## config.mk

```make
export PLATFORM = sky130hd
export DESIGN_NAME = video_timer
export DESIGN_NICKNAME = d
export VERILOG_FILES = /design/src/rtl/video_timer.sv
export SDC_FILE = /design/constraint.sdc
export NUM_CORES = 1
export LEC_CHECK = 0
export ABC_AREA = 1
export CORE_AREA = 2 2 79 81
export CTS_CLUSTER_SIZE = 8
export DETAILED_ROUTE_END_ITERATION = 7
export DIE_AREA = 0 0 81 83
export PLACE_DENSITY = 0.87
export SLEW_MARGIN = 10
export SYNTH_ARGS = -nofsm -noshare
export SYNTH_HDL_FRONTEND = slang
export SYNTH_SLANG_ARGS = --single-unit
```

## constraint.sdc

```tcl
create_clock -name MasterClock -period 3 [get_ports MasterClock]
set_clock_uncertainty 0.2 [all_clocks]
set_input_delay 0.6 -clock MasterClock [delete_from_list [all_inputs] [get_ports MasterClock]]
set_output_delay 0.6 -clock MasterClock [all_outputs]
set_load 0.1 [all_outputs]
```

## src/rtl/video_timer.sv

```systemverilog
// Video raster timer: pixel/line counters, blanking and sync decode,
// a programmable line interrupt and a light-pen position latch.
module video_timer #(
  parameter int HTOTAL      = 384,
  parameter int HSYNC_START = 288,
  parameter int HSYNC_LEN   = 28
) (
  input  logic       MasterClock,
  input  logic       RESETL,
  input  logic       PCE,
  input  logic       NTSC,
  input  logic       LP,
  input  logic       WR,
  input  logic [1:0] ADDR,
  input  logic [7:0] DIN,
  output logic [8:0] HCNT,
  output logic [8:0] VCNT,
  output logic       HBLANK,
  output logic       VBLANK,
  output logic       HSYNCL,
  output logic       VSYNCL,
  output logic       CSYNCL,
  output logic       LINTL,
  output logic [8:0] LPH,
  output logic [8:0] LPV
);

  typedef enum logic [1:0] {
    REG_INT_LO  = 2'd0,
    REG_INT_HI  = 2'd1,
    REG_INT_ACK = 2'd2,
    REG_NONE    = 2'd3
  } reg_addr_e;

  localparam logic [8:0] H_LAST       = 9'(HTOTAL - 1);
  localparam logic [8:0] HS_BEG       = 9'(HSYNC_START);
  localparam logic [8:0] HS_END       = 9'(HSYNC_START + HSYNC_LEN);
  localparam logic [8:0] HBLANK_START = 9'd256;
  localparam logic [8:0] VBLANK_START = 9'd200;
  localparam logic [8:0] V_LAST_NTSC  = 9'd261;
  localparam logic [8:0] V_LAST_PAL   = 9'd311;

  logic [8:0] hcnt_q, hcnt_d, vcnt_q, vcnt_d;
  logic       std_q, std_d, std_valid_q, std_valid_d;
  logic       hblank_q, hblank_d, vblank_q, vblank_d;
  logic       hsyncl_q, hsyncl_d, vsyncl_q, vsyncl_d, csyncl_q, csyncl_d;
  logic [8:0] intline_q, intline_d;
  logic       lintl_q, lintl_d;
  logic       lp_s1_q, lp_s1_d, lp_s2_q, lp_s2_d, lp_s3_q, lp_s3_d;
  logic       lp_lock_q, lp_lock_d;
  logic [8:0] lph_q, lph_d, lpv_q, lpv_d;

  logic       std_eff, line_step, frame_wrap, int_ack, int_set, lp_capture;
  logic [8:0] v_last;

  // The standard register is empty until the first clock after reset, so the
  // live NTSC input stands in for it while RESETL is held low.
  assign std_eff = std_valid_q ? std_q : NTSC;
  assign v_last  = std_eff ? V_LAST_NTSC : V_LAST_PAL;

  // Next counter values and the frame-standard register; all gated by PCE.
  always_comb begin
    // NOTE: every signal written here gets a default first so no latch is inferred.
    hcnt_d      = hcnt_q;
    vcnt_d      = vcnt_q;
    line_step   = 1'b0;
    frame_wrap  = 1'b0;
    std_valid_d = 1'b1;
    std_d       = std_valid_q ? std_q : NTSC;
    if (PCE) begin
      if (hcnt_q == H_LAST) begin
        hcnt_d    = '0;
        line_step = 1'b1;
        if (vcnt_q == v_last) begin
          vcnt_d     = '0;
          frame_wrap = 1'b1;
          std_d      = NTSC;
        end else begin
          vcnt_d = vcnt_q + 9'd1;
        end
      end else begin
        hcnt_d = hcnt_q + 9'd1;
      end
    end
  end

  // Blank/sync decode from the next counter values so the registered flags
  // line up with the counters they describe.
  always_comb begin
    hblank_d = (hcnt_d >= HBLANK_START);
    vblank_d = (vcnt_d >= VBLANK_START);
    hsyncl_d = !((hcnt_d >= HS_BEG) && (hcnt_d < HS_END));
    if (std_d) vsyncl_d = !((vcnt_d >= 9'd220) && (vcnt_d <= 9'd222));
    else       vsyncl_d = !((vcnt_d >= 9'd250) && (vcnt_d <= 9'd252));
    csyncl_d = hsyncl_d & vsyncl_d;
  end

  // Register writes and the line interrupt; a set beats a same-cycle ack.
  always_comb begin
    intline_d = intline_q;
    int_ack   = 1'b0;
    if (WR) begin
      case (reg_addr_e'(ADDR))
        REG_INT_LO:  intline_d[7:0] = DIN;
        REG_INT_HI:  intline_d[8]   = DIN[0];
        REG_INT_ACK: int_ack        = 1'b1;
        default:     ;
      endcase
    end
    int_set = line_step && (vcnt_d == intline_q);
    if (int_set)      lintl_d = 1'b0;
    else if (int_ack) lintl_d = 1'b1;
    else              lintl_d = lintl_q;
  end

  // Light-pen synchroniser, falling-edge detect and once-per-frame latch.
  always_comb begin
    lp_s1_d    = LP;
    lp_s2_d    = lp_s1_q;
    lp_s3_d    = lp_s2_q;
    lp_capture = lp_s3_q && !lp_s2_q && !lp_lock_q;
    lph_d      = lp_capture ? hcnt_q : lph_q;
    lpv_d      = lp_capture ? vcnt_q : lpv_q;
    if (frame_wrap)      lp_lock_d = 1'b0;
    else if (lp_capture) lp_lock_d = 1'b1;
    else                 lp_lock_d = lp_lock_q;
  end

  // State register; reset values make every output idle and INTLINE unmatchable.
  always_ff @(posedge MasterClock or negedge RESETL) begin
    if (!RESETL) begin
      hcnt_q      <= '0;
      vcnt_q      <= '0;
      std_q       <= 1'b0;
      std_valid_q <= 1'b0;
      hblank_q    <= 1'b0;
      vblank_q    <= 1'b0;
      hsyncl_q    <= 1'b1;
      vsyncl_q    <= 1'b1;
      csyncl_q    <= 1'b1;
      intline_q   <= 9'h1FF;
      lintl_q     <= 1'b1;
      lp_s1_q     <= 1'b1;
      lp_s2_q     <= 1'b1;
      lp_s3_q     <= 1'b1;
      lp_lock_q   <= 1'b0;
      lph_q       <= '0;
      lpv_q       <= '0;
    end else begin
      // NOTE: non-blocking assignments so every flop samples pre-edge values.
      hcnt_q      <= hcnt_d;
      vcnt_q      <= vcnt_d;
      std_q       <= std_d;
      std_valid_q <= std_valid_d;
      hblank_q    <= hblank_d;
      vblank_q    <= vblank_d;
      hsyncl_q    <= hsyncl_d;
      vsyncl_q    <= vsyncl_d;
      csyncl_q    <= csyncl_d;
      intline_q   <= intline_d;
      lintl_q     <= lintl_d;
      lp_s1_q     <= lp_s1_d;
      lp_s2_q     <= lp_s2_d;
      lp_s3_q     <= lp_s3_d;
      lp_lock_q   <= lp_lock_d;
      lph_q       <= lph_d;
      lpv_q       <= lpv_d;
    end
  end

  assign HCNT   = hcnt_q;
  assign VCNT   = vcnt_q;
  assign HBLANK = hblank_q;
  assign VBLANK = vblank_q;
  assign HSYNCL = hsyncl_q;
  assign VSYNCL = vsyncl_q;
  assign CSYNCL = csyncl_q;
  assign LINTL  = lintl_q;
  assign LPH    = lph_q;
  assign LPV    = lpv_q;

endmodule

```

==> Implementation_results.wiki <==
{| class="wikitable"
! Metric !! Value
|-
| Ranking of synthesized cells by area || sky130_fd_sc_hd__dfrtp_1, sky130_fd_sc_hd__dfstp_2, sky130_fd_sc_hd__nand2_1
|-
| Core box area || 0.005816 sq mm
|-
| Average cell area after synthesis || 8.349 sq um
|-
| Ratio of routed vias to standard cells || 4.985
|-
| Max-cap check violation count || 0
|-
| Antenna Violating Nets Remaining || 0
|-
| Leading cell types in the layout, fill and taps excluded || sky130_fd_sc_hd__nand2_1, sky130_fd_sc_hd__inv_1, sky130_fd_sc_hd__buf_4
|-
| Total track usage || 0.2001
|-
| Flop and latch count out of synthesis || 56
|-
| Highest clock rate || 416.4 MHz
|-
| Worst slack after detailed placement || 0.3245 ns
|-
| Initial core utilization || 0.4824
|-
| Largest net degree at the start of global routing || 46
|-
| FF-to-FF End || CSYNCL
|-
| Kind of end point of the critical path || register
|-
| Most common library cell in the layout ignoring fill and taps || sky130_fd_sc_hd__nand2_1
|-
| P_int || 0.001462 W
|-
| Min Clock Period, post-route || 2.401 ns
|-
| Yosys warns || 0
|-
| Sum of overflow across all layers after global routing || 0
|-
| Final Setup Violations || 0
|-
| Post-CTS sizing || 0
|-
| Worst-case register-to-register setup slack || 0.75 ns
|-
| Kind of critical path || in -> reg
|-
| Crit Path Max Fanout || 3
|-
| Setup repair after global routing missed its margin || false
|-
| Hold-critical path endpoint || lp_s2_q
|-
| Total DRC errors in the routed layout || 0
|-
| Iteration-0 DRC Markers || 111
|-
| Fraction of the cycle the final worst path needs || 0.8004
|-
| Final net count || 416
|-
| Clock net sink count || 56
|-
| Chip width || 81 um
|-
| CTS root buf || sky130_fd_sc_hd__clkbuf_8
|-
| Count of vias placed by the detailed router || 2,363
|-
| Syn nets || 354
|-
| Synthesis-to-layout area growth || 22.93%
|-
| Fraction of power consumed by combinational cells || 0.546
|-
| Relative contribution of the clock network to total power || 0.126
|-
| Sw Pwr || 0.001864 W
|-
| Post-Place Cells || 466
|-
| I/O pin count || 58
|-
| Post-detail-place hpwl || 4976 um
|-
| Via count of the first global-routing pass || 2,245
|-
| Final weighted congestion of routability-driven global placement || 0.9123
|-
| Worst slew slack as a fraction of its limit || 0.3523
|-
| Num CTS Buffers || 5
|-
| Number of instances in the synthesized netlist || 336
|-
| TritonCTS clock tree || done
|-
| Std cell rows || 28
|-
| Postcts setup bufs || 0
|-
| Run status || finished, final reports clean
|-
| Sum of negative setup slack || 0 ns
|-
| Power per unit of standard cell area || 964.7 mW/mm^2
|-
| Fraction of the yosys area taken by sequential cells || 0.5067
|-
| Max Root-Sink Buffers || 2
|-
| Cell taking the most area after synthesis || sky130_fd_sc_hd__dfrtp_1
|-
| Pleak || 1.741 nW
|-
| Clock network latency to the later pin of the worst-skew pair || 0.32 ns
|-
| Power after layout || 0.003327 W
|-
| Count of cell types in the netlist || 34
|-
| Y dimension of the die || 83 um
|-
| Area of the mapped netlist || 0.002805 sq mm
|-
| Wirelength per Cell || 13.36 um
|-
| Depth of the worst hold-timing path || 0
|-
| Number of buffers added to fix hold violations after cts || 0
|-
| Setup ws final || 0.5987 ns
|-
| Area share of the leading cell type in the synthesized netlist || 0.3568
|-
| Arrival time of data at the critical path endpoint || 2.45 ns
|-
| H-tree depth || 2
|-
| Global-route wire length before repair || 10,350 um
|-
| Number of antenna violations at the first check in global routing || 0
|-
| Fraction of layout instances using a drive strength above 1 || 0.2607
|-
| Total of buffers placed on input and output ports || 57
|-
| VDD IR-drop max || 0.8284 mV
|-
| Transition at the pin with the smallest max-transition slack || 0.9715 ns
|-
| Reg2Reg Launch Point || VCNT[0]
|-
| Sum of routed wire length over all layers || 6332 um
|-
| Startpoint of the tightest hold check path || lp_s1_q
|-
| Total die area || 0.006723 sq mm
|-
| Share of total power in sequential cells || 0.328
|-
| Drt pass-1 iters || 4
|-
| Ant. Diodes || 0
|-
| Final-report hold violation count || 0
|-
| Worst r2r path cells || 11
|-
| Final Max Tran Viols || 0
|-
| CP startpoint kind || input port
|-
| Switching power as a share of total power || 0.5604
|-
| Number of standard cells in the final layout excluding fillers || 474
|-
| Crit path required time || 3.05 ns
|-
| Path class of the lowest-slack min-delay path || reg -> reg
|-
| Clock-pin slew reported for the worst setup and hold paths after clock tree synthesis || 0.10 ns
|-
| Start point of the critical path || PCE
|-
| Final core occ || 0.5929
|}
[per-layer routing]
layer  vias to the layer above  routed length [um]  track usage
li1                       1185                   -            -
met1                      1101                2639       0.2422
met2                        65                3247       0.3449
met3                        12                 332      0.04674
met4                         0                 112      0.06626
met5                         -                   0            0
[stage by stage]
stage	hold WS, ns	cell area (sq um)
floorplan	0.1044	2805
finish	0.1633	3448
detailed placement	0.1495	3356
CTS	0.1648	3448
global placement	0.1472	3356
global route	0.1662	3448
[cell type report]
class / instances / area [sq um]
tap: 75 / 93.84
sequential: 56 / 1421
multi-input combinational: 221 / 1151
timing repair buffer: 61 / 490.5
clock buffer: 5 / 68.82
fill: 549 / 2367
clock inverter: 3 / 23.77
inverter: 53 / 198.9
[state kept, by name, indices dropped and copies added, names as in the netlist]
signal / flops
lp_s3_q: 1
std_q: 1
lp_s1_q: 1
intline_q: 9
HSYNCL: 1
VCNT: 9
std_valid_q: 1
VBLANK: 1
CSYNCL: 1
VSYNCL: 1
LPH: 9
HCNT: 8
LINTL: 1
lp_lock_q: 1
HBLANK: 1
LPV: 9
lp_s2_q: 1
[worst max-delay path by stage]
stage,slack (ns),endpoint,cells after the start
after floorplan,0.32,CSYNCL,13
after global placement,0.41,CSYNCL,10
after detailed placement,0.32,CSYNCL,10
after CTS,0.65,CSYNCL,10
after global routing,0.51,CSYNCL,10
final,0.60,CSYNCL,10
[cells in the mapped netlist (all sizes together)]
| library cell | instances |
|---|---|
| buf | 2 |
| a21oi | 9 |
| or2 | 2 |
| nand2 | 86 |
| mux2 | 3 |
| ha | 2 |
| a31o | 1 |
| o21ai | 26 |
| clkbuf | 4 |
| dfstp | 16 |
| xor2 | 4 |
| a21boi | 2 |
| dfrtp | 40 |
| nand3 | 33 |
| nand4 | 9 |
| inv | 53 |
| conb | 1 |
| nor2 | 36 |
| nand3b | 3 |
| nor3 | 4 |
[critical path: stages]
cell                              delay, ns
sky130_fd_sc_hd__clkdlybuf4s50_1       0.52
sky130_fd_sc_hd__nand2_1               0.11
sky130_fd_sc_hd__nor3_1                0.33
sky130_fd_sc_hd__nand2_1               0.12
sky130_fd_sc_hd__nor2_1                0.13
sky130_fd_sc_hd__nand2_1               0.08
sky130_fd_sc_hd__xor2_1                0.14
sky130_fd_sc_hd__inv_1                 0.07
sky130_fd_sc_hd__nand4_1               0.14
sky130_fd_sc_hd__a21boi_2              0.20
[power groups by stage]
stage                     Sequential [W]  Clock [W]  Combinational [W]
after global placement           0.00109          0            0.00179
after floorplan                  0.00216          0           0.000361
after global routing             0.00111   0.000459            0.00190
after detailed placement         0.00111          0            0.00182
final                            0.00109   0.000419            0.00182
after CTS                        0.00109   0.000429            0.00182
[kinds of logic (layout without fill, tap and decap cells)]
group                    count (synthesis)  after routing  synth area share
adder cells (fa/ha/maj)                  2              2          0.008919
XOR/XNOR                                 4              4           0.01249
buffers and inverters                   59            122           0.08296
other                                    1              1          0.001337
AND/OR/NAND/NOR                        173            173            0.3006
flip-flops                              56             56            0.5067
multiplexers                             3              3           0.01204
AO/OA/AOI/OAI                           38             38           0.07493
Note: power is estimated with default switching activity, not from simulation.
